<file path="src/rtl/calc_req_sched.sv">
// calc_req_sched: collects two-cycle commands from four request ports
// (a..d), queues valid ones per port and issues them to one shared ALU with
// round-robin arbitration. ALU responses are routed back to the originating
// port. Invalid commands and commands that arrive at a full queue are answered
// locally with a reject.
//
// Ports
//   c_clk, reset                   clock, synchronous active-high reset
//   reqcmd_x / reqtag_x            command and tag of port x (sampled in cycle C)
//   reqx_dataa_in                  operand 1 in cycle C, operand 2 in cycle C+1
//   out_respx/out_datax/out_tag_x  registered one-cycle response per port
//   alu_req_*                      issue channel (valid/ready, cmd, op1, op2, id)
//   alu_rsp_*                      response channel (valid/ready, code, data, id)
//   id = {port index (a=0..d=3), tag}
module calc_req_sched #(
  parameter int FIFO_DEPTH = 2
) (
  input  logic        c_clk,
  input  logic        reset,
  input  logic [3:0]  reqcmd_a,
  input  logic [3:0]  reqcmd_b,
  input  logic [3:0]  reqcmd_c,
  input  logic [3:0]  reqcmd_d,
  input  logic [1:0]  reqtag_a,
  input  logic [1:0]  reqtag_b,
  input  logic [1:0]  reqtag_c,
  input  logic [1:0]  reqtag_d,
  input  logic [31:0] reqa_dataa_in,
  input  logic [31:0] reqb_dataa_in,
  input  logic [31:0] reqc_dataa_in,
  input  logic [31:0] reqd_dataa_in,
  output logic [1:0]  out_respa,
  output logic [1:0]  out_respb,
  output logic [1:0]  out_respc,
  output logic [1:0]  out_respd,
  output logic [31:0] out_dataa,
  output logic [31:0] out_datab,
  output logic [31:0] out_datac,
  output logic [31:0] out_datad,
  output logic [1:0]  out_tag_a,
  output logic [1:0]  out_tag_b,
  output logic [1:0]  out_tag_c,
  output logic [1:0]  out_tag_d,
  output logic        alu_req_valid,
  input  logic        alu_req_ready,
  output logic [3:0]  alu_req_cmd,
  output logic [31:0] alu_req_op1,
  output logic [31:0] alu_req_op2,
  output logic [3:0]  alu_req_id,
  input  logic        alu_rsp_valid,
  output logic        alu_rsp_ready,
  input  logic [1:0]  alu_rsp_code,
  input  logic [31:0] alu_rsp_data,
  input  logic [3:0]  alu_rsp_id
);

  localparam int PTR_W = (FIFO_DEPTH > 1) ? $clog2(FIFO_DEPTH) : 1;
  localparam int CNT_W = PTR_W + 1;
  localparam logic [CNT_W-1:0] FULL_CNT = CNT_W'(FIFO_DEPTH);

  typedef struct packed {
    logic [3:0]  cmd;
    logic [1:0]  tag;
    logic [31:0] op1;
    logic [31:0] op2;
  } entry_t;

  // Per-port views of the flat port list.
  logic [3:0]  cmd_in    [4];
  logic [1:0]  tag_in    [4];
  logic [31:0] dat_in    [4];
  logic [1:0]  resp_out  [4];
  logic [31:0] data_out  [4];
  logic [1:0]  tag_out   [4];
  entry_t      head      [4];

  logic [3:0]  fifo_nonempty;
  logic [3:0]  pop;
  logic [3:0]  reject_now;

  assign cmd_in[0] = reqcmd_a;
  assign cmd_in[1] = reqcmd_b;
  assign cmd_in[2] = reqcmd_c;
  assign cmd_in[3] = reqcmd_d;
  assign tag_in[0] = reqtag_a;
  assign tag_in[1] = reqtag_b;
  assign tag_in[2] = reqtag_c;
  assign tag_in[3] = reqtag_d;
  assign dat_in[0] = reqa_dataa_in;
  assign dat_in[1] = reqb_dataa_in;
  assign dat_in[2] = reqc_dataa_in;
  assign dat_in[3] = reqd_dataa_in;

  assign out_respa = resp_out[0];
  assign out_respb = resp_out[1];
  assign out_respc = resp_out[2];
  assign out_respd = resp_out[3];
  assign out_dataa = data_out[0];
  assign out_datab = data_out[1];
  assign out_datac = data_out[2];
  assign out_datad = data_out[3];
  assign out_tag_a = tag_out[0];
  assign out_tag_b = tag_out[1];
  assign out_tag_c = tag_out[2];
  assign out_tag_d = tag_out[3];

  // Arbitration and response-channel control
  logic [1:0] rr_ptr_reg;     // last granted port
  logic       lock_reg;       // a stalled offer is being held
  logic [1:0] lock_port_reg;
  logic       rst_d_reg;      // high in the cycle after a reset edge
  logic [1:0] rr_port;
  logic [1:0] sel_port;
  logic       req_en;
  logic       issue;
  logic [1:0] rsp_port;
  logic       rsp_fire;

  // Both channels stay quiet while reset is applied and for one cycle after.
  assign req_en = ~reset & ~rst_d_reg;

  always_comb begin
    rr_port = rr_ptr_reg;
    for (int i = 4; i >= 1; i--) begin
      // Descending scan so the closest port after the pointer wins last.
      if (fifo_nonempty[rr_ptr_reg + 2'(i)]) begin
        rr_port = rr_ptr_reg + 2'(i);
      end
    end
  end

  // Once offered and stalled, keep presenting the same port even if a port
  // with higher round-robin priority becomes non-empty in the meantime.
  assign sel_port      = lock_reg ? lock_port_reg : rr_port;
  assign alu_req_valid = req_en & (|fifo_nonempty);
  assign alu_req_cmd   = head[sel_port].cmd;
  assign alu_req_op1   = head[sel_port].op1;
  assign alu_req_op2   = head[sel_port].op2;
  assign alu_req_id    = {sel_port, head[sel_port].tag};
  assign issue         = alu_req_valid & alu_req_ready;

  // A local reject owns the target port's output register this cycle, so an
  // ALU response for that port is held off; other ports are unaffected.
  assign rsp_port      = alu_rsp_id[3:2];
  assign alu_rsp_ready = req_en & ~(alu_rsp_valid & reject_now[rsp_port]);
  assign rsp_fire      = alu_rsp_valid & alu_rsp_ready;

  always_ff @(posedge c_clk) begin
    if (reset) begin
      rr_ptr_reg    <= 2'd3;      // port a is searched first
      lock_reg      <= 1'b0;
      lock_port_reg <= 2'd0;
      rst_d_reg     <= 1'b1;
    end else begin
      rst_d_reg     <= 1'b0;
      lock_reg      <= alu_req_valid & ~alu_req_ready;
      lock_port_reg <= sel_port;
      if (issue) begin
        rr_ptr_reg <= sel_port;
      end
    end
  end

  for (genvar gi = 0; gi < 4; gi++) begin : g_port
    // Command capture (cycle C), completed by operand 2 in cycle C+1.
    logic             cap_pending_reg;
    logic [3:0]       cap_cmd_reg;
    logic [1:0]       cap_tag_reg;
    logic [31:0]      cap_op1_reg;
    // Queue
    entry_t           mem [FIFO_DEPTH];
    logic [PTR_W-1:0] wr_ptr_reg;
    logic [PTR_W-1:0] rd_ptr_reg;
    logic [CNT_W-1:0] count_reg;
    logic             cmd_ok;
    logic             push;
    // Response register
    logic [1:0]       resp_reg;
    logic [1:0]       resp_next;
    logic [31:0]      data_reg;
    logic [31:0]      data_next;
    logic [1:0]       tag_reg;
    logic [1:0]       tag_next;

    assign cmd_ok = cap_cmd_reg inside {4'd1, 4'd2, 4'd5, 4'd6};
    // A pop at the same edge frees a slot for the incoming entry.
    assign push   = cap_pending_reg & cmd_ok & ((count_reg != FULL_CNT) | pop[gi]);
    assign reject_now[gi]    = cap_pending_reg & ~push;
    assign pop[gi]           = issue & (sel_port == 2'(gi));
    assign fifo_nonempty[gi] = (count_reg != '0);
    assign head[gi]          = mem[rd_ptr_reg];

    always_ff @(posedge c_clk) begin
      if (reset) begin
        cap_pending_reg <= 1'b0;
        cap_cmd_reg     <= 4'd0;
        cap_tag_reg     <= 2'd0;
        cap_op1_reg     <= 32'd0;
        wr_ptr_reg      <= '0;
        rd_ptr_reg      <= '0;
        count_reg       <= '0;
      end else begin
        if (cap_pending_reg) begin
          // Operand-2 cycle: reqcmd is not a new command here.
          cap_pending_reg <= 1'b0;
        end else if (cmd_in[gi] != 4'd0) begin
          cap_pending_reg <= 1'b1;
          cap_cmd_reg     <= cmd_in[gi];
          cap_tag_reg     <= tag_in[gi];
          cap_op1_reg     <= dat_in[gi];
        end
        if (push) begin
          wr_ptr_reg <= wr_ptr_reg + 1'b1;
        end
        if (pop[gi]) begin
          rd_ptr_reg <= rd_ptr_reg + 1'b1;
        end
        count_reg <= count_reg + CNT_W'(push) - CNT_W'(pop[gi]);
      end
    end

    // Queue storage carries no reset; occupancy is tracked by count_reg.
    always_ff @(posedge c_clk) begin
      if (!reset && push) begin
        mem[wr_ptr_reg] <= '{cmd: cap_cmd_reg, tag: cap_tag_reg,
                             op1: cap_op1_reg, op2: dat_in[gi]};
      end
    end

    always_comb begin
      resp_next = 2'd0;
      data_next = 32'd0;
      tag_next  = 2'd0;
      if (reject_now[gi]) begin
        resp_next = 2'd3;
        tag_next  = cap_tag_reg;
      end else if (rsp_fire && (rsp_port == 2'(gi))) begin
        resp_next = alu_rsp_code;
        data_next = alu_rsp_data;
        tag_next  = alu_rsp_id[1:0];
      end
    end

    always_ff @(posedge c_clk) begin
      if (reset) begin
        resp_reg <= 2'd0;
        data_reg <= 32'd0;
        tag_reg  <= 2'd0;
      end else begin
        resp_reg <= resp_next;
        data_reg <= data_next;
        tag_reg  <= tag_next;
      end
    end

    assign resp_out[gi] = resp_reg;
    assign data_out[gi] = data_reg;
    assign tag_out[gi]  = tag_reg;
  end

endmodule

</file>
<file path="config.mk">
export PLATFORM = sky130hd
export DESIGN_NAME = calc_req_sched
export DESIGN_NICKNAME = d
export VERILOG_FILES = /design/src/rtl/calc_req_sched.sv
export SDC_FILE = /design/constraint.sdc
export NUM_CORES = 1
export LEC_CHECK = 0
export CAP_MARGIN = 20
export CORE_MARGIN = 3
export CORE_UTILIZATION = 59
export DETAILED_ROUTE_END_ITERATION = 12
export GPL_TIMING_DRIVEN = 0
export PLACE_DENSITY_LB_ADDON = 0.12
export RECOVER_POWER = 100
export SYNTH_ARGS = -nofsm -noshare
export SYNTH_HDL_FRONTEND = slang
export SYNTH_SLANG_ARGS = --single-unit
</file>
<file path="constraint.sdc">
create_clock -name c_clk -period 16 [get_ports c_clk]
set_input_delay 3.2 -clock c_clk [delete_from_list [all_inputs] [get_ports c_clk]]
set_output_delay 3.2 -clock c_clk [all_outputs]
set_load 0.03 [all_outputs]
</file>
==> Flow_metrics.wiki, run 1 <==
{| class="wikitable"
! Metric !! Value
|-
| Result of the run || finished with violations
|-
| Violations in the final reports || max-capacitance violations, max-slew violations
|-
| Post-layout instance area || 40900 µm²
|-
| Worst-case clock skew || 16.1 ps
|-
| Last element of the critical path || alu_rsp_ready
|-
| Highest achievable clock rate || 100 MHz
|-
| Clock tree from TritonCTS || done
|-
| H-tree lvl count || 3
|-
| Weighted congestion reported at the end of routability-driven placement || 0.934
|-
| Top cell type by total area after synthesis || sky130_fd_sc_hd__edfxtp_1
|-
| I/O pin total || 412
|-
| R2R Path End || g_port[0].mem[1][42]
|-
| Proportion of register bits with asynchronous set or reset after synthesis || 0%
|-
| Setup TNS Final || 0 ps
|-
| Critical Path Source Type || input port
|-
| Post-layout util || 75.2%
|-
| Tightest Pin Transition || 1920 ps
|-
| Fillcell total || 3582
|-
| Total CTS buffers || 86
|-
| Average vias per placed instance || 5.86
|-
| Floorplan Core Area || 54300 µm²
|-
| Share of final-layout standard cells stronger than drive strength 1 || 9.00%
|-
| Final max-slew violation count || 21
|-
| Final-report setup violation count || 0
|-
| Cells along the critical path || dlygate4sd3_1 > clkbuf_1 > a311oi_1 > nand2_1 > clkbuf_1 > nor2_1 > a221oi_1 > a211oi_1 > dlygate4sd3_1
|-
| Number of enable-type register cells in the synthesized netlist || 560
|-
| Final period utilization || 62.5%
|-
| Static leakage power || 14.2 nW
|-
| Hold Crit Start || g_port[3].cap_op1_reg[10]
|-
| Final std cells w/o fill || 3917
|-
| Total number of vias || 23000
|-
| RSZ-0062 raised after global routing || false
|-
| Required time of the critical path || 12800 ps
|-
| DRC violation count after routing || 0
|-
| Initial core utilization || 60.3%
|-
| Mean cell area of the mapped netlist || 12.9 µm²
|-
| Largest register FFs || 560
|-
| Post-layout power || 5.54 mW
|-
| Post-synthesis cell area || 32700 µm²
|-
| Delay contributed by the slowest stage of the critical path || 900 ps
|-
| Die footprint || 58400 µm²
|-
| Maximum buffer depth of the clock tree || 3
|-
| Normalized max-slew margin || -29.7%
|-
| Congestion Overflow GR || 0
|-
| Post-CTS Repair Setup Buffers || 0
|-
| Origin of the critical flop-to-flop path || rr_ptr_reg[1]
|-
| Placed Cells incl. Taps || 3746
|-
| GRT Resource Usage Total || 33.1%
|-
| Power density cells || 136 nW/µm²
|-
| Half-perimeter wire length after detailed placement || 71800 µm
|-
| Pin count of the biggest net entering global routing || 16
|-
| Count of final hold-check violations || 0
|-
| Yosys Warn Count || 0
|-
| Setup slack of the most critical reg-to-reg path || 9220 ps
|-
| First-pass GRT wire length || 145000 µm
|-
| Final critical path time including I/O delays and setup || 10000 ps
|-
| Distinct cell type count of the synthesized netlist || 51
|-
| Top post-synthesis cells by area || sky130_fd_sc_hd__edfxtp_1 51%, sky130_fd_sc_hd__dfxtp_1 20%, sky130_fd_sc_hd__mux2_2 4.9%
|-
| Initial antenna violation count || 23
|-
| Number of DRC markers in iteration 0 || 2168
|-
| Crit path max fanout || 10
|-
| Reg area || 23300 µm²
|-
| Number of global-route vias before repair || 23300
|-
| Area after DPL || 38400 µm²
|-
| Hold WC Path Type || reg2reg
|-
| Peak supply drop || 114 µV
|-
| Crit path setup slack, layout || 6000 ps
|-
| Clock sink count || 886
|-
| Post-Place Worst Slack || 6490 ps
|-
| Combined area of the multi-input logic cells || 8690 µm²
|-
| Routed Wire Length || 97900 µm
|-
| Vertical extent of the die || 242 µm
|-
| Most common library cell in the layout ignoring fill and taps || sky130_fd_sc_hd__edfxtp_1
|-
| Most instantiated flip-flop cell in the synthesis netlist || sky130_fd_sc_hd__edfxtp_1
|-
| Quantity of hold-fixing buffers added after cts || 0
|-
| Final nets || 3296
|-
| R2r worst-path depth || 11
|-
| Arrival @ worst endpoint || 6800 ps
|-
| Element type at the critical path end || output port
|-
| # rows || 85
|-
| Post-synth top area share || 51.4%
|-
| Wirelength per Cell || 25.0 µm
|-
| Worst skew pair latency || 640 ps
|-
| Max-cap violations || 2
|-
| Post-CTS resize count || 0
|-
| Number of search-and-repair iterations in the first detailed-routing pass || 6
|-
| Post-Synthesis Cells || 2542
|-
| Antenna Nets Post-Route || 0
|-
| Commonest cells after routing, fill and taps aside || 560 x sky130_fd_sc_hd__edfxtp_1, 405 x sky130_fd_sc_hd__nand2_1, 350 x sky130_fd_sc_hd__dlygate4sd3_1, 326 x sky130_fd_sc_hd__dfxtp_1, 239 x sky130_fd_sc_hd__nor2_1
|-
| Post-synthesis sequential area ratio || 71.3%
|-
| Slowest cell on the critical path || sky130_fd_sc_hd__a221oi_1
|-
| Critical path class || in2out
|-
| Clock tree root driver cell || sky130_fd_sc_hd__clkbuf_16
|-
| Seq cells post-synth || 886
|-
| Hold WS || 448 ps
|-
| Net count after synthesis || 2743
|-
| Port Buffers || 411
|-
| Source of the critical timing path || reset
|-
| Clock-pin slew reported for the worst setup and hold paths after clock tree synthesis || 60 ps
|-
| Area Growth Syn to Fin || 24.8%
|-
| Width of the chip || 242 µm
|}
per-layer routing:
metal  track usage [%]  vias to the layer above  wire length [µm]
li1                  -                    10200                 -
met1              42.7                    11300             36800
met2              54.2                     1189             46900
met3              8.20                      202             10100
met4              13.7                       12              4080
met5                 0                        -                74
where the power goes:
part           leakage [nW]  internal, mW  switching (mW)  total, mW
clock                  1.42          1.20           0.871       2.07
combinational          5.04         0.275           0.666      0.942
sequential             7.78          2.49          0.0341       2.53
total                  14.2          3.97            1.57       5.54
critical path, delay by kind of cell:
kind            cells  cell delay (ps)
simple gates        2              330
buf+inv             4             2010
compound gates      3             1270
how the worst min path moves through the flow:
stage	cells past startpoint	end
after floorplan	0	g_port[0].mem[0][32]
after global placement	0	g_port[1].mem[0][57]
after detailed placement	0	g_port[0].mem[1][41]
after CTS	0	g_port[1].mem[0][36]
after global routing	0	g_port[1].mem[0][35]
final	0	g_port[3].mem[1][42]
layout make-up:
class	instances	area share, %
Inverter	18	0.165
Clock buffer	117	5.85
Sequential cell	886	57.1
Tap cell	739	2.26
Multi-Input combinational cell	1480	21.3
Buffer	158	1.46
Timing Repair Buffer	465	10.6
Antenna cell	13	0.0796
Clock inverter	41	1.22
cells in the mapped netlist, types with 7 or more instances:
master,count
sky130_fd_sc_hd__mux2i_1,140
sky130_fd_sc_hd__mux2_2,142
sky130_fd_sc_hd__buf_1,7
sky130_fd_sc_hd__edfxtp_1,560
sky130_fd_sc_hd__o211ai_1,70
sky130_fd_sc_hd__nor2b_1,10
sky130_fd_sc_hd__nand3_1,44
sky130_fd_sc_hd__nand2_1,405
sky130_fd_sc_hd__a21oi_1,222
sky130_fd_sc_hd__buf_2,10
sky130_fd_sc_hd__ha_1,7
sky130_fd_sc_hd__inv_1,17
sky130_fd_sc_hd__dfxtp_1,326
sky130_fd_sc_hd__xnor2_1,13
sky130_fd_sc_hd__nor2_1,239
sky130_fd_sc_hd__o21ai_0,87
sky130_fd_sc_hd__nor3_1,10
sky130_fd_sc_hd__o22ai_1,9
sky130_fd_sc_hd__clkbuf_1,141
cells by family after synthesis:
group | share of synthesized area, %
and+or+nand+nor | 9.24
buffers and inverters | 2.06
AOI/OAI and AO/OA | 7.57
xor gates and xnor gates | 0.428
DFF | 71.3
adders and majority gates | 0.267
muxes | 9.16
(Power assumes the default switching activity.)
==> run 2: changes to the inputs <==
- CORE_UTILIZATION: 59 -> 50
- clock period: 16 -> 8.9 ns (I/O delays scaled with it)
==> run 2 against run 1 <==
Against the previous run: the run still ends with max-capacitance violations, max-slew violations left; non-clock buffer count shrank 21; sequential cell count is the same; cell area grew 0.42%; sequential share of layout area shrank 0.24 points; worst setup slack lost 4900 ps; largest power group unchanged; highest routed layer unchanged.
==> Flow_metrics.wiki, run 2 (synthesis gave the netlist of run 1 again) <==
{| class="wikitable"
! Metric !! Value
|-
| Library cell appearing most often on the critical path || sky130_fd_sc_hd__clkbuf_1
|-
| Crit path setup slack, layout || 1090 ps (was 6000 ps)
|-
| Port Buffers || 411 (unchanged)
|-
| Initial core utilization || 50.7% (was 60.3%)
|-
| Post-CTS Repair Setup Buffers || 0 (unchanged)
|-
| First-pass GRT wire length || 142000 µm (was 145000 µm)
|-
| Clock-pin slew reported for the worst setup and hold paths after clock tree synthesis || 60 ps (about the same)
|-
| Clock tree root driver cell || sky130_fd_sc_hd__clkbuf_16 (unchanged)
|-
| Commonest cells after routing, fill and taps aside || 560 x sky130_fd_sc_hd__edfxtp_1, 405 x sky130_fd_sc_hd__nand2_1, 350 x sky130_fd_sc_hd__dlygate4sd3_1, 326 x sky130_fd_sc_hd__dfxtp_1, 239 x sky130_fd_sc_hd__nor2_1 (unchanged)
|-
| Origin of the critical flop-to-flop path || rr_ptr_reg[1] (unchanged)
|-
| Setup slack of the most critical reg-to-reg path || 1770 ps (was 9220 ps)
|-
| Count of final hold-check violations || 0 (unchanged)
|-
| Peak supply drop || 157 µV (was 114 µV)
|-
| Stages on worst setup path || 9 (unchanged)
|-
| Final critical path time including I/O delays and setup || 7810 ps
|-
| Critical path class || reg2out (was in2out)
|-
| H-tree lvl count || 3 (unchanged)
|-
| Half-perimeter wire length after detailed placement || 72800 µm (was 71800 µm)
|-
| Quantity of hold-fixing buffers added after cts || 0 (unchanged)
|-
| Maximum buffer depth of the clock tree || 3 (unchanged)
|-
| Final nets || 3279 (was 3296)
|-
| Arrival @ worst endpoint || 6030 ps (was 6800 ps)
|-
| Final period utilization || 87.8%
|-
| Critical Path Source Type || flip-flop (was input port)
|-
| Static leakage power || 14.3 nW (was 14.2 nW)
|-
| Final-report setup violation count || 0 (unchanged)
|-
| Final std cells w/o fill || 4024 (was 3917)
|-
| Cells along the critical path || clkbuf_1 > nor3_1 > a211oi_1 > o41ai_1 > clkbuf_1 > clkbuf_1 > a21oi_1 > o21ai_0 > dlygate4sd3_1 (was dlygate4sd3_1 > clkbuf_1 > a311oi_1 > nand2_1 > clkbuf_1 > nor2_1 > a221oi_1 > a211oi_1 > dlygate4sd3_1)
|-
| Placed Cells incl. Taps || 3841 (was 3746)
|-
| R2r worst-path depth || 9 (was 11)
|-
| Final max-slew violation count || 82 (was 21)
|-
| Delay contributed by the slowest stage of the critical path || 1460 ps (was 900 ps)
|-
| RSZ-0062 raised after global routing || false (unchanged)
|-
| Last element of the critical path || alu_req_op1[26] (was alu_rsp_ready)
|-
| Result of the run || finished with violations (unchanged)
|-
| Hold WS || 447 ps (was 448 ps)
|-
| Slowest cell on the critical path || sky130_fd_sc_hd__o41ai_1 (was sky130_fd_sc_hd__a221oi_1)
|-
| Worst skew pair latency || 630 ps (was 640 ps)
|-
| # rows || 93 (was 85)
|-
| GRT Resource Usage Total || 28.1% (was 33.1%)
|-
| Initial antenna violation count || 29 (was 23)
|-
| Clock tree from TritonCTS || done (unchanged)
|-
| Pin count of the biggest net entering global routing || 20 (was 16)
|-
| Antenna Nets Post-Route || 0 (unchanged)
|-
| Width of the chip || 262 µm (was 242 µm)
|-
| Routed Wire Length || 97800 µm (was 97900 µm)
|-
| Normalized max-slew margin || -56.3% (was -29.7%)
|-
| Tightest Pin Transition || 2340 ps (was 1920 ps)
|-
| Highest achievable clock rate || 128 MHz
|-
| Bufs and invs on worst path || 4 (unchanged)
|-
| Average vias per placed instance || 5.56 (was 5.86)
|-
| Die footprint || 68600 µm² (was 58400 µm²)
|-
| Violations in the final reports || max-capacitance violations, max-slew violations (unchanged)
|-
| Setup TNS Final || 0 ps (unchanged)
|-
| I/O pin total || 412 (unchanged)
|-
| Floorplan Core Area || 64600 µm² (was 54300 µm²)
|-
| Source of the critical timing path || rr_ptr_reg[1] (was reset)
|-
| Top delay family on crit path || compound AO/OA/AOI/OAI gates (was buffers and inverters)
|-
| Number of DRC markers in iteration 0 || 2044 (was 2168)
|-
| Power density cells || 244 nW/µm² (was 136 nW/µm²)
|-
| Number of search-and-repair iterations in the first detailed-routing pass || 5 (was 6)
|-
| Hold WC Path Type || reg2reg (unchanged)
|-
| Total number of vias || 22400 (was 23000)
|-
| Most common library cell in the layout ignoring fill and taps || sky130_fd_sc_hd__edfxtp_1 (unchanged)
|-
| Element type at the critical path end || output port (unchanged)
|-
| Clock sink count || 886 (unchanged)
|-
| Worst-case clock skew || 21.6 ps (was 16.1 ps)
|-
| Max-cap violations || 6 (was 2)
|-
| Required time of the critical path || 7120 ps (was 12800 ps)
|-
| Wirelength per Cell || 24.3 µm (was 25.0 µm)
|-
| Area Growth Syn to Fin || 25.3% (was 24.8%)
|-
| Congestion Overflow GR || 0 (unchanged)
|-
| Post-CTS resize count || 0 (unchanged)
|-
| Crit path max fanout || 10 (unchanged)
|-
| R2R Path End || g_port[2].mem[1][50] (was g_port[0].mem[1][42])
|-
| Post-Place Worst Slack || 2290 ps (was 6490 ps)
|-
| DRC violation count after routing || 0 (unchanged)
|-
| Vertical extent of the die || 262 µm (was 242 µm)
|-
| Share of final-layout standard cells stronger than drive strength 1 || 9.29% (was 9.00%)
|-
| Total CTS buffers || 90 (was 86)
|-
| Weighted congestion reported at the end of routability-driven placement || 0.920 (was 0.934)
|-
| Largest register FFs || 560 (unchanged)
|-
| Number of global-route vias before repair || 22700 (was 23300)
|}
[run 2: cell count changes in the layout (fill, tap and decap cells not counted), moves of 2 or more]
cell | previous run | this run
sky130_fd_sc_hd__clkbuf_8 | 10 | 18
sky130_fd_sc_hd__bufinv_16 | 9 | 4
sky130_fd_sc_hd__clkinv_1 | 7 | 5
sky130_fd_sc_hd__clkinv_2 | 15 | 11
sky130_fd_sc_hd__clkbuf_1 | 230 | 215
sky130_fd_sc_hd__clkbuf_16 | 87 | 93
[run 2: power by group]
part	internal (mW)	switching [mW]
registers	4.48	0.0606
logic	0.495	1.19
clock network	2.20	1.57
[run 2: worst min path at each step]
stage                            to                 startpoint  slack, ps  depth (start not counted)
2_1_floorplan  g_port[0].mem[0][32]   g_port[0].cap_op1_reg[0]        430                          0
3_3_place_gp   g_port[1].mem[1][49]  g_port[1].cap_op1_reg[17]        430                          0
3_5_place_dp   g_port[3].mem[0][56]  g_port[3].cap_op1_reg[24]        440                          0
4_1_cts        g_port[3].mem[0][57]  g_port[3].cap_op1_reg[25]        440                          0
5_1_grt        g_port[3].mem[0][57]  g_port[3].cap_op1_reg[25]        450                          0
6_report       g_port[3].mem[1][57]  g_port[3].cap_op1_reg[25]        450                          0
[run 2: final cells by class]
| class | instances | area [µm²] |
|---|---|---|
| multi-input cells | 1480 | 8690 |
| repair buffers | 444 | 4250 |
| clock inverters | 30 | 294 |
| diodes | 14 | 35.0 |
| flip-flops and latches | 886 | 23300 |
| plain buffers | 158 | 596 |
| inverters | 18 | 67.6 |
| clock buffers | 139 | 2680 |
| fillers | 4998 | 23500 |
| well taps | 855 | 1070 |
[run 2: worst register-to-register path, stage by stage (launching register included)]
cell and delay, ps:
sky130_fd_sc_hd__dfxtp_1 290, sky130_fd_sc_hd__clkbuf_1 200, sky130_fd_sc_hd__nor3_1 280, sky130_fd_sc_hd__a211oi_1 80, sky130_fd_sc_hd__o41ai_1 1460, sky130_fd_sc_hd__a31oi_1 430
sky130_fd_sc_hd__or2_2 440, sky130_fd_sc_hd__nor3b_1 1800, sky130_fd_sc_hd__clkbuf_1 940, sky130_fd_sc_hd__clkbuf_1 830
[run 2: per-stage QoR]
| step | power, mW | instance area [µm²] | utilization (%) |
|---|---|---|---|
| after floorplan | 5.50 | 32800 | - |
| after global placement | 6.36 | 38000 | 58.8 |
| after detailed placement | 6.39 | 38700 | 59.9 |
| after CTS | 10.1 | 41700 | 64.5 |
| after global routing | 10.3 | 41000 | 63.5 |
| final | 9.99 | 41000 | 63.5 |
[run 2: routing by layer]
layer	share of wire (%)	up-vias	global-route usage (%)
met5	0.099	-	0
met2	48	903	46.9
met1	40	11100	36.8
met4	3.1	16	8.85
met3	8.7	192	6.22
li1	-	10200	-
